[config.mk]
export PLATFORM = sky130hd
export DESIGN_NAME = aclk_fsm_flat
export DESIGN_NICKNAME = d
export VERILOG_FILES = /design/src/rtl/aclk_fsm_if.sv /design/src/rtl/aclk_fsm.sv /design/src/flat_wrapper.sv
export SDC_FILE = /design/constraint.sdc
export NUM_CORES = 1
export LEC_CHECK = 0
export BUFFER_PORTS_ARGS = -buffer_cell sky130_fd_sc_hd__buf_4
export CAP_MARGIN = 15
export CORE_AREA = 4 4 41 43
export CTS_CLUSTER_DIAMETER = 60
export CTS_CLUSTER_SIZE = 10
export DETAILED_ROUTE_END_ITERATION = 8
export DIE_AREA = 0 0 45 47
export PLACE_DENSITY = 0.71
export RECOVER_POWER = 25
export SLEW_MARGIN = 10
export SYNTH_ARGS = -nofsm -noshare
export SYNTH_HDL_FRONTEND = slang
export SYNTH_SLANG_ARGS = --single-unit
[constraint.sdc]
create_clock -name clock -period 1.9 [get_ports clock]
set_input_delay 0.285 -clock clock [delete_from_list [all_inputs] [get_ports clock]]
set_output_delay 0.285 -clock clock [all_outputs]
set_load 0.03 [all_outputs]
[src/rtl/aclk_fsm_if.sv]
// Keypad/button inputs and display/load strobes of the alarm-clock control FSM.
interface aclk_fsm_if;
    logic [3:0] key;
    logic       alarm_button;
    logic       time_button;
    logic       one_second;
    logic       shift;
    logic       show_new_time;
    logic       show_a;
    logic       load_new_a;
    logic       load_new_c;
    logic       reset_count;

    // Driver side: keypad decoder, buttons and timing generator
    modport master (
        output key, alarm_button, time_button, one_second,
        input  shift, show_new_time, show_a, load_new_a, load_new_c, reset_count
    );

    // Controller side
    modport slave (
        input  key, alarm_button, time_button, one_second,
        output shift, show_new_time, show_a, load_new_a, load_new_c, reset_count
    );
endinterface

[src/rtl/aclk_fsm.sv]
// Alarm-clock main control FSM: key entry, alarm/time commit and idle timeout.
module aclk_fsm #(
    parameter logic [3:0]  NOKEY       = 4'd10,
    parameter int unsigned TIMEOUT_SEC = 10,
    parameter int unsigned CNT_W       = 4
) (
    input  logic        clock,
    input  logic        reset,
    aclk_fsm_if.slave   bus
);

    localparam int unsigned STATE_W = 3;
    localparam logic [CNT_W-1:0] TIMEOUT_VAL = CNT_W'(TIMEOUT_SEC);

    typedef enum logic [STATE_W-1:0] {
        SHOW_TIME        = 3'd0,
        KEY_STORED       = 3'd1,
        KEY_WAITED       = 3'd2,
        KEY_ENTRY        = 3'd3,
        SHOW_ALARM       = 3'd4,
        SET_ALARM_TIME   = 3'd5,
        SET_CURRENT_TIME = 3'd6
    } state_t;

    state_t           state;
    state_t           state_nxt;
    logic [CNT_W-1:0] count;
    logic             time_out_c;
    logic             in_entry_c;

    // Output registers hold the decode of the current state
    logic shift_q, show_new_time_q, show_a_q, load_new_a_q, load_new_c_q, reset_count_q;
    logic shift_nxt, show_new_time_nxt, show_a_nxt, load_new_a_nxt, load_new_c_nxt, reset_count_nxt;

    assign time_out_c = (count == TIMEOUT_VAL);
    assign in_entry_c = (state == KEY_WAITED) || (state == KEY_ENTRY);

    // State register and registered outputs
    always_ff @(posedge clock or negedge reset) begin
        if (!reset) begin
            state           <= SHOW_TIME;
            shift_q         <= 1'b0;
            show_new_time_q <= 1'b0;
            show_a_q        <= 1'b0;
            load_new_a_q    <= 1'b0;
            load_new_c_q    <= 1'b0;
            reset_count_q   <= 1'b0;
        end else begin
            state           <= state_nxt;
            shift_q         <= shift_nxt;
            show_new_time_q <= show_new_time_nxt;
            show_a_q        <= show_a_nxt;
            load_new_a_q    <= load_new_a_nxt;
            load_new_c_q    <= load_new_c_nxt;
            reset_count_q   <= reset_count_nxt;
        end
    end

    // Idle-seconds counter: runs only while awaiting further keys, saturates at the limit
    always_ff @(posedge clock or negedge reset) begin
        if (!reset) begin
            count <= '0;
        end else if (in_entry_c) begin
            if (bus.one_second && !time_out_c) begin
                count <= count + CNT_W'(1);
            end
        end else begin
            count <= '0;
        end
    end

    // Next-state logic; buttons outrank keys, keys outrank timeout
    always_comb begin
        state_nxt = state;
        case (state)
            SHOW_TIME: begin
                if (bus.alarm_button)      state_nxt = SHOW_ALARM;
                else if (bus.key != NOKEY) state_nxt = KEY_STORED;
            end
            KEY_STORED: state_nxt = KEY_WAITED;
            KEY_WAITED: begin
                if (bus.key == NOKEY)  state_nxt = KEY_ENTRY;
                else if (time_out_c)   state_nxt = SHOW_TIME;
            end
            KEY_ENTRY: begin
                if (bus.alarm_button)      state_nxt = SET_ALARM_TIME;
                else if (bus.time_button)  state_nxt = SET_CURRENT_TIME;
                else if (bus.key != NOKEY) state_nxt = KEY_STORED;
                else if (time_out_c)       state_nxt = SHOW_TIME;
            end
            SHOW_ALARM: begin
                if (!bus.alarm_button) state_nxt = SHOW_TIME;
            end
            SET_ALARM_TIME:   state_nxt = SHOW_TIME;
            SET_CURRENT_TIME: state_nxt = SHOW_TIME;
            default:          state_nxt = SHOW_TIME;
        endcase
    end

    // Output decode of the state being entered, so registered outputs track the state
    always_comb begin
        shift_nxt         = 1'b0;
        show_new_time_nxt = 1'b0;
        show_a_nxt        = 1'b0;
        load_new_a_nxt    = 1'b0;
        load_new_c_nxt    = 1'b0;
        reset_count_nxt   = 1'b0;
        case (state_nxt)
            KEY_STORED: begin
                shift_nxt         = 1'b1;
                show_new_time_nxt = 1'b1;
            end
            KEY_WAITED:       show_new_time_nxt = 1'b1;
            KEY_ENTRY:        show_new_time_nxt = 1'b1;
            SHOW_ALARM:       show_a_nxt        = 1'b1;
            SET_ALARM_TIME:   load_new_a_nxt    = 1'b1;
            SET_CURRENT_TIME: begin
                load_new_c_nxt  = 1'b1;
                reset_count_nxt = 1'b1;
            end
            default: ;
        endcase
    end

    assign bus.shift         = shift_q;
    assign bus.show_new_time = show_new_time_q;
    assign bus.show_a        = show_a_q;
    assign bus.load_new_a    = load_new_a_q;
    assign bus.load_new_c    = load_new_c_q;
    assign bus.reset_count   = reset_count_q;

endmodule
[src/flat_wrapper.sv]
// flat-port wrapper written by rule: the top's interface ports become plain ports
module aclk_fsm_flat 
#(
    parameter logic [3:0]  NOKEY       = 4'd10,
    parameter int unsigned TIMEOUT_SEC = 10,
    parameter int unsigned CNT_W       = 4
)
  (clock, reset, bus_key, bus_alarm_button, bus_time_button, bus_one_second, bus_shift, bus_show_new_time, bus_show_a, bus_load_new_a, bus_load_new_c, bus_reset_count);
  aclk_fsm_if bus_i ();
  input  logic clock;
  input  logic reset;
  input wire logic [$bits(bus_i.key)-1:0] bus_key;
  input wire logic [$bits(bus_i.alarm_button)-1:0] bus_alarm_button;
  input wire logic [$bits(bus_i.time_button)-1:0] bus_time_button;
  input wire logic [$bits(bus_i.one_second)-1:0] bus_one_second;
  output wire logic [$bits(bus_i.shift)-1:0] bus_shift;
  output wire logic [$bits(bus_i.show_new_time)-1:0] bus_show_new_time;
  output wire logic [$bits(bus_i.show_a)-1:0] bus_show_a;
  output wire logic [$bits(bus_i.load_new_a)-1:0] bus_load_new_a;
  output wire logic [$bits(bus_i.load_new_c)-1:0] bus_load_new_c;
  output wire logic [$bits(bus_i.reset_count)-1:0] bus_reset_count;
  assign bus_i.key = bus_key;
  assign bus_i.alarm_button = bus_alarm_button;
  assign bus_i.time_button = bus_time_button;
  assign bus_i.one_second = bus_one_second;
  assign bus_shift = bus_i.shift;
  assign bus_show_new_time = bus_i.show_new_time;
  assign bus_show_a = bus_i.show_a;
  assign bus_load_new_a = bus_i.load_new_a;
  assign bus_load_new_c = bus_i.load_new_c;
  assign bus_reset_count = bus_i.reset_count;
  aclk_fsm #(.NOKEY(NOKEY), .TIMEOUT_SEC(TIMEOUT_SEC), .CNT_W(CNT_W)) u_core (.clock(clock), .reset(reset), .bus(bus_i));
endmodule
==> impl_metrics.ini, run 1 <==
[layout]
drive_gt1_frac = 0.3288
n_antenna_cell = 0
layout.cell_area.non_filler_um2 = 760.7
flow.area_growth_from_synthesis_pct = 22.09
nets = 86

[logic_synthesis]
synth.net_count = 68
synth-edff-count = 0
synth_warnings = 0
synth_common_cells = 12 x dfrtp_1, 4 x a21oi_1, 4 x nor2_1
async_flop_share = 1.000
synth_top_area_frac = 0.4819
ys.flop_type = dfrtp_1
synth.cell_area_um2 = 623.1
synth.lib_cells_used.distinct = 31
synthesis.instances = 57
synth_top_cell_by_area = dfrtp_1
postSynthAreaPerCell_um2 = 10.93
ys_seq_elements = 12
post_synth_main_area_contributors = dfrtp_1 48%, ha_1 4.0%, a21oi_1 3.2%
yosysSeqAreaShare = 0.4819
synth.most_common_cell = dfrtp_1

[sta]
fin_tns_setup_ns = 0
final-max-slew-violation-count = 0
unrepaired_setup_endpoints_after_global_routing = no
final_critical_path_setup_slack_ns = 0.3871
timing_hold_violations_final = 0
achievable-frequency_mhz = 661.0
setup_viol_count_final = 0
hold-worst-slack_ns = 0.2920
skew_ns = 0.0008395
max_slew_margin = 0.5709
worst-slew-pin-transition_ns = 0.6437
min_period_ns = 1.513
layout_worst_path_cycle_share = 0.7963

[placement]
place_hpwl_um = 865
port_buffers = 14
routabilityCongestion = 0.7626
dpl_cell_area_um2 = 732.0
pre_cts_ws_ns = 0.3897

[detailed_routing]
routedWlPerCell_um = 12.89
post_drt_via_cell_ratio = 5.216
detailroute.wirelength.met2_um = 516
starting_drt_drc_count = 4
antenna_left = 0
drt_first_pass_iters = 3
drc = 0
top_layer_used = met4
finalWirelength_mm = 1.134
num_vias = 459
met3RoutedLength_um = 49
route.layer.met1.wl_um = 529

[floorplan]
placementRows = 13
die_area_um2 = 2115
initial_core_utilization = 0.4788
core_region_area_um2 = 1301
top_level_port_count = 15
die-height_um = 47
die_width_um = 45

[global_route]
number_of_antenna_violations_at_the_first_check_in_global_routing = 0
grt_pass1_vias = 502
grt_start_max_net_pins = 13
grt_pass1_wl_mm = 2.042
grtUsageTotal = 0.1392
globalRouteOverflowTotal = 0

[cts]
post_cts.repair.setup_buffers = 0
cts-resized-gates = 0
htreeDepth = 1
cts_inserted_buffers = 3
clock_tree.buffer_depth = 2
tritoncts_num_sinks = 12
cts_tree = built
clk_pin_slew_ns = 0.07
clk-insertion-delay-late_ns = 0.27
cts_root_buffer = clkbuf_4

[setup_path]
critical_path.max_fanout = 3
crit-reg2reg-launch = u_core.count[0]
critPathLaunchType = flip-flop
r2r_setup_slack_ns = 0.39
crit_arrival_ns = 1.66
critical_path.endpoint_type = flip-flop
req_time_crit_path_ns = 2.05
timing.setup.critical_path_class = reg2reg
crit-reg2reg-capture = u_core.bus.shift
r2r.worst_path.cells = 6
setup.worst_path.start = u_core.count[0]

[pwr]
worst_ir_drop_vdd_mv = 0.6238
power.leakage_nw = 0.3556
totalPowerFinal_mw = 0.8896
power_density_nw_per_um2 = 1169

[run_status]
outcome = completed

[job]
max_cap_viol_count = 0

[hold_path]
timing.hold.worst.start = bus_time_button
hold_path_class = in2reg
hold_path_end = u_core.bus.load_new_c
timing.hold.worst_path_depth = 3
## registers in the layout, summed over array words and instances, names as in the netlist
register and count:
u_core.count 4, u_core.bus.show_a 1, u_core.bus.shift 1, u_core.bus.show_new_time 1, u_core.bus.load_new_a 1, u_core.state 3, u_core.bus.load_new_c 1
## area by class of cell
class	instances	area [um^2]
Fill cell	113	540.5
Sequential cell	12	300.3
Multi-Input combinational cell	40	296.5
Timing Repair Buffer	15	111.4
Clock buffer	3	22.52
Tap cell	15	18.77
Inverter	3	11.26
## timing repair
action / CTS / global route
endpoints found under the setup margin: 0 / 0
hold endpoints to repair: 12 / 0
hold buffers: 1 / 0
## worst max-delay path: stages, from the launching register on
cell and delay, ns:
dfrtp_1 0.40, inv_1 0.09, ha_1 0.16, nand3b_1 0.12, o2111a_1 0.28, a211oi_2 0.24, nor3_1 0.10
## per-layer routing
metal,vias to the layer above,track usage
met5,-,0
met4,0,0.1053
met3,4,0.03448
met2,12,0.2175
met1,211,0.1651
li1,232,-
## power by group
part           switching (mW)  internal, mW  total (mW)
combinational           0.215         0.148       0.362
sequential             0.0539         0.321       0.375
clock                  0.0791        0.0733       0.152
total                   0.348         0.542       0.890
## per-stage QoR
stage | util | instances
final | 0.5846 | 88
after global routing | 0.5846 | 88
after CTS | 0.5875 | 88
after detailed placement | 0.5625 | 84
after global placement | 0.5625 | 84
after floorplan | - | 57
## worst max-delay path by stage
stage                       endpoint  slack (ns)
finish              u_core.bus.shift        0.39
global route        u_core.bus.shift        0.29
CTS                 u_core.bus.shift        0.38
detailed placement  u_core.bus.shift        0.39
global placement    u_core.bus.shift        0.44
floorplan           u_core.bus.shift        0.50
## cells by family after synthesis
kind of cell / Yosys count / synth area share
AOI/OAI and AO/OA: 9 / 0.1084
xor gates and xnor gates: 3 / 0.04218
DFF: 12 / 0.4819
and+or+nand+nor: 26 / 0.2851
buffers and inverters: 5 / 0.04216
adders and majority gates: 2 / 0.04015
## placed cells by master, fill, tap and decap left out, types with 2 or more instances in the layout
cell type / synthesis / final
nor2_1: 4 / 4
inv_1: 2 / 2
dfrtp_1: 12 / 12
nor3_1: 3 / 3
nand2_1: 3 / 3
buf_4: 2 / 13
nand2b_1: 2 / 2
ha_1: 2 / 2
xor2_1: 2 / 2
clkbuf_4: 0 / 3
a21oi_1: 4 / 4
Note: power is estimated with default switching activity, not from simulation.
==> inputs of run 2 (changes only) <==
clock period = 1.5 ns   (was 1.9 ns; I/O delays follow)
==> impl_metrics.ini, run 2 (synthesis gave the netlist of run 1 again) <==
[global_route]
number_of_antenna_violations_at_the_first_check_in_global_routing = 0
grt_start_max_net_pins = 13
grt_pass1_vias = 473
global_routing_usage_on_met2 = 0.2260
grtUsageTotal = 0.1268
globalRouteOverflowTotal = 0
grt_busiest_layer = met2
gr-usage-met1 = 0.1405
globalRouteMet3Util = 0.02682
grt_pass1_wl_mm = 1.869

[run_status]
outcome = completed

[cts]
clk-insertion-delay-late_ns = 0.27
cts_root_buffer = clkbuf_4
tritoncts_num_sinks = 12
cts_tree = built
clock_tree.buffer_depth = 2
cts_inserted_buffers = 3
htreeDepth = 1
clk_pin_slew_ns = 0.07

[layout]
largest_register_ff_count = 4
instances_no_fill = 91
layout.cell_area.non_filler_um2 = 814.5
n_antenna_cell = 0
layout_commonest_cell = buf_4
flow.area_growth_from_synthesis_pct = 30.72
commonest_non_fill_non_tap_cells_in_the_layout = 16 x buf_4, 12 x dfrtp_1, 4 x a21oi_1, 4 x nor2_1
nets = 89
biggestRegsByFlops = u_core.count (4), u_core.state (3)
drive_gt1_frac = 0.4211
biggest_register = u_core.count

[hold_path]
hold_path_class = in2reg
hold_path_end = u_core.bus.load_new_c
timing.hold.worst.start = bus_time_button
timing.hold.worst_path_depth = 3

[setup_path]
critPathLaunchType = flip-flop
crit_arrival_ns = 1.62
crit-reg2reg-launch = u_core.count[0]
r2r.worst_path.cells = 7
req_time_crit_path_ns = 1.69
setup.worst_path.start = u_core.count[0]
critical_path.max_fanout = 3
critical_path.endpoint_type = flip-flop
crit-reg2reg-capture = u_core.bus.load_new_a
r2r_setup_slack_ns = 0.07
timing.setup.critical_path_class = reg2reg

[pwr]
power.sequential.fraction = 0.400
clock_power_share = 0.167
totalPowerFinal_mw = 1.189
power.leakage_nw = 0.3753
power.net_switching_mw = 0.4735
worst_ir_drop_vdd_mv = 0.7684
pwr-share-comb = 0.433
power_density_nw_per_um2 = 1460
power.internal_mw = 0.7159
power.share.switching = 0.3981

[job]
max_cap_viol_count = 0

[placement]
routabilityCongestion = 0.7628
placed_cells = 85
place_hpwl_um = 860.4
port_buffers = 14
dpl_cell_area_um2 = 739.5

[detailed_routing]
drc = 0
finalWirelength_mm = 1.204
num_vias = 481
antenna_left = 0
drt_first_pass_iters = 2
routedWlPerCell_um = 13.23
starting_drt_drc_count = 1
post_drt_via_cell_ratio = 5.286

[floorplan]
die-height_um = 47
placementRows = 13
die_width_um = 45
die_area_um2 = 2115
top_level_port_count = 15
initial_core_utilization = 0.4788
core_region_area_um2 = 1301

[sta]
worst-slew-pin-transition_ns = 0.6363
unrepaired_setup_endpoints_after_global_routing = yes
fin_tns_setup_ns = 0
timing_hold_violations_final = 0
achievable-frequency_mhz = 699.8
skew_ns = 0.003445
layout_worst_path_cycle_share = 0.9526
setup_viol_count_final = 0
final-max-slew-violation-count = 0
min_period_ns = 1.429
max_slew_margin = 0.5758
hold-worst-slack_ns = 0.2291
==> run 2: metal layers <==
layer / wire [um] / part of all wire
met5: 0 / 0
met4: 19 / 0.016
met3: 63 / 0.052
met2: 589 / 0.49
met1: 531 / 0.44
==> run 2: cell type report <==
cell class	count	area, um^2
Clock buffer	3	22.52
Fill cell	109	486.7
Inverter	3	11.26
Multi-Input combinational cell	40	327.8
Sequential cell	12	300.3
Tap cell	15	18.77
Timing Repair Buffer	18	133.9
==> run 2: what timing repair did <==
action                                 4_1_cts  5_1_grt
endpoints found under the hold margin       12        0
hold buffers                                 1        0
setup buffers                                2        0
pin swaps                                    3        7
resized for setup                            1        6
setup endpoints to repair                    1        4
==> run 2: worst max path at each step <==
stage                                 end  slack [ns]  depth (start not counted)
floorplan                u_core.bus.shift         0.1                          6
global placement         u_core.bus.shift        0.04                          6
detailed placement       u_core.bus.shift      -0.002                          6
CTS                 u_core.bus.load_new_a        0.02                          6
global route        u_core.bus.load_new_a       -0.02                          7
finish              u_core.bus.load_new_a        0.07                          7
==> run 2: power groups by stage <==
| stage | logic (mW) | registers, mW | clock network (mW) |
|---|---|---|---|
| after detailed placement | 0.465 | 0.479 | 0 |
| after CTS | 0.479 | 0.473 | 0.198 |
| after floorplan | 0.265 | 0.540 | 0 |
| after global placement | 0.462 | 0.479 | 0 |
| final | 0.515 | 0.476 | 0.198 |
| after global routing | 0.557 | 0.487 | 0.211 |
==> run 2: worst max-delay path: stages, from the launching register on <==
cell	delay, ns
dfrtp_1	0.39
inv_2	0.08
ha_4	0.12
and3b_2	0.21
nor4_2	0.05
nor3_2	0.23
inv_2	0.09
nor3b_2	0.18
==> run 2: per-stage QoR <==
stage | util | setup slack [ns]
floorplan | - | 0.09920
global placement | 0.5683 | 0.04137
detailed placement | 0.5683 | -0.001749
CTS | 0.6048 | 0.01714
global route | 0.6260 | -0.01998
finish | 0.6260 | 0.07104
==> inputs of run 3 (changes only) <==
CELL_PAD_IN_SITES_DETAIL_PLACEMENT = 1   (was unset)
CELL_PAD_IN_SITES_GLOBAL_PLACEMENT = 1   (was unset)
CORE_AREA = unset   (was 4 4 41 43)
CORE_MARGIN = 4   (was unset)
CORE_UTILIZATION = 34   (was unset)
DIE_AREA = unset   (was 0 0 45 47)
PLACE_DENSITY = unset   (was 0.71)
PLACE_DENSITY_LB_ADDON = 0.1   (was unset)
clock period = 1.19 ns   (was 1.5 ns; I/O delays follow)
==> impl_metrics.ini, run 3 (synthesis gave the netlist of run 1 again) <==
[pwr]
power.leakage_nw = 0.4541
totalPowerFinal_mw = 1.747
power_density_nw_per_um2 = 1811
worst_ir_drop_vdd_mv = 1.123

[cts]
cts_root_buffer = clkbuf_4
tritoncts_num_sinks = 12
clk-insertion-delay-late_ns = 0.27
cts_tree = built
htreeDepth = 1
clk_pin_slew_ns = 0.07
cts_inserted_buffers = 3
clock_tree.buffer_depth = 2

[layout]
layout_commonest_cell = buf_4
multi_input_gate_area_in_the_final_layout_um2 = 356.6
commonest_non_fill_non_tap_cells_in_the_layout = 29 x buf_4, 12 x dfrtp_1, 4 x nor2_1, 3 x nor3_1, 3 x clkbuf_4
fill_cells = 209
register_area_um2 = 300.3
largest_register_ff_count = 4
drive_gt1_frac = 0.5778
instances_no_fill = 115
n_antenna_cell = 0
biggest_register = u_core.count
nets = 103
flow.area_growth_from_synthesis_pct = 54.82
biggestRegsByFlops = u_core.count (4), u_core.state (3)
util_after_layout = 0.5587

[setup_path]
critPathLaunchType = flip-flop
crit-reg2reg-launch = u_core.count[0]
crit-reg2reg-capture = u_core.bus.load_new_a
crit_arrival_ns = 1.66
r2r_setup_slack_ns = -0.28
r2r.worst_path.cells = 7
req_time_crit_path_ns = 1.39
timing.setup.critical_path_class = reg2reg
critical_path.max_fanout = 3
critical_path.endpoint_type = flip-flop

[sta]
hold-worst-slack_ns = 0.1872
unrepaired_setup_endpoints_after_global_routing = yes
final-max-slew-violation-count = 0
final_critical_path_setup_slack_ns = -0.2785
skew_ns = 0.002412
max_slew_margin = 0.5645
timing_hold_violations_final = 0
setup_viol_count_final = 8
achievable-frequency_mhz = 681.0
layout_worst_path_cycle_share = 1.234
min_period_ns = 1.468
worst-slew-pin-transition_ns = 0.6533

[floorplan]
die-height_um = 50.81
die_area_um2 = 2582
top_level_port_count = 15
core_region_area_um2 = 1727
placementRows = 15
initial_core_utilization = 0.3609
die_width_um = 50.81

[hold_path]
timing.hold.worst_path_depth = 3
timing.hold.worst.start = bus_time_button
hold_path_end = u_core.bus.load_new_c
hold_path_class = in2reg

[detailed_routing]
starting_drt_drc_count = 6
routedWlPerCell_um = 15.82
antenna_left = 0
drc = 0
drt_first_pass_iters = 2
finalWirelength_mm = 1.819
post_drt_via_cell_ratio = 4.826
num_vias = 555

[job]
max_cap_viol_count = 0

[global_route]
number_of_antenna_violations_at_the_first_check_in_global_routing = 0
globalRouteOverflowTotal = 0
grt_pass1_wl_mm = 3.008
grtUsageTotal = 0.1650
grt_pass1_vias = 622
grt_start_max_net_pins = 13

[placement]
pre_cts_ws_ns = -0.3119
placed_cells = 107
port_buffers = 14
place_hpwl_mm = 1.158
routabilityCongestion = 0.6951

[run_status]
outcome = complete, but fails checks
violations = negative setup slack
## run 3: worst max path at each step
stage | start | to | slack (ns) | cells past startpoint
after global placement | u_core.count[0] | u_core.bus.shift | -0.28 | 6
after detailed placement | u_core.count[0] | u_core.bus.shift | -0.31 | 6
after floorplan | u_core.count[0] | u_core.bus.shift | -0.20 | 6
final | u_core.count[0] | u_core.bus.load_new_a | -0.28 | 7
after global routing | u_core.count[0] | u_core.bus.shift | -0.37 | 7
after CTS | u_core.count[0] | u_core.bus.shift | -0.26 | 6
## run 3: final cells by class
type                    count  area share
inverters                   3     0.01167
well taps                  25     0.03243
multi-input cells          40      0.3696
repair buffers             32      0.2516
clock buffers               3     0.02335
flip-flops and latches     12      0.3113
## run 3: power breakdown
part	switching, mW	internal [mW]	leakage [nW]	total [mW]
clock	0.128	0.117	0.0138	0.245
combinational	0.454	0.446	0.280	0.900
sequential	0.0884	0.513	0.160	0.601
total	0.670	1.08	0.454	1.75
## run 3: metrics by stage
| stage | TNS (ns) | cell area, um^2 |
|---|---|---|
| floorplan | -0.7562 | 628.1 |
| global route | -2.240 | 964.7 |
| CTS | -1.256 | 929.6 |
| global placement | -1.352 | 847.1 |
| finish | -1.727 | 964.7 |
| detailed placement | -1.520 | 847.1 |
## run 3: what timing repair did
action	4_1_cts	5_1_grt
hold buffers	1	0
pin swaps	5	5
gates resized for setup	11	3
hold endpoints to repair	12	0
setup endpoints to repair	8	8
buffers inserted	2	4
## run 3: routing by layer
| metal | up-vias | global-route usage | routed length [um] |
|---|---|---|---|
| li1 | 267 | - | - |
| met1 | 270 | 0.1801 | 725 |
| met2 | 14 | 0.2848 | 986 |
| met3 | 4 | 0.04665 | 77 |
| met4 | 0 | 0.09417 | 29 |
| met5 | - | 0 | 0 |
## run 3: worst max-delay path, cell delays in order, from the launching register on
cell and delay, ns:
dfrtp_1 0.40, inv_2 0.09, ha_4 0.13, and3b_2 0.20, a211oi_2 0.07, nor3_2 0.25, inv_2 0.08, nor3b_2 0.17
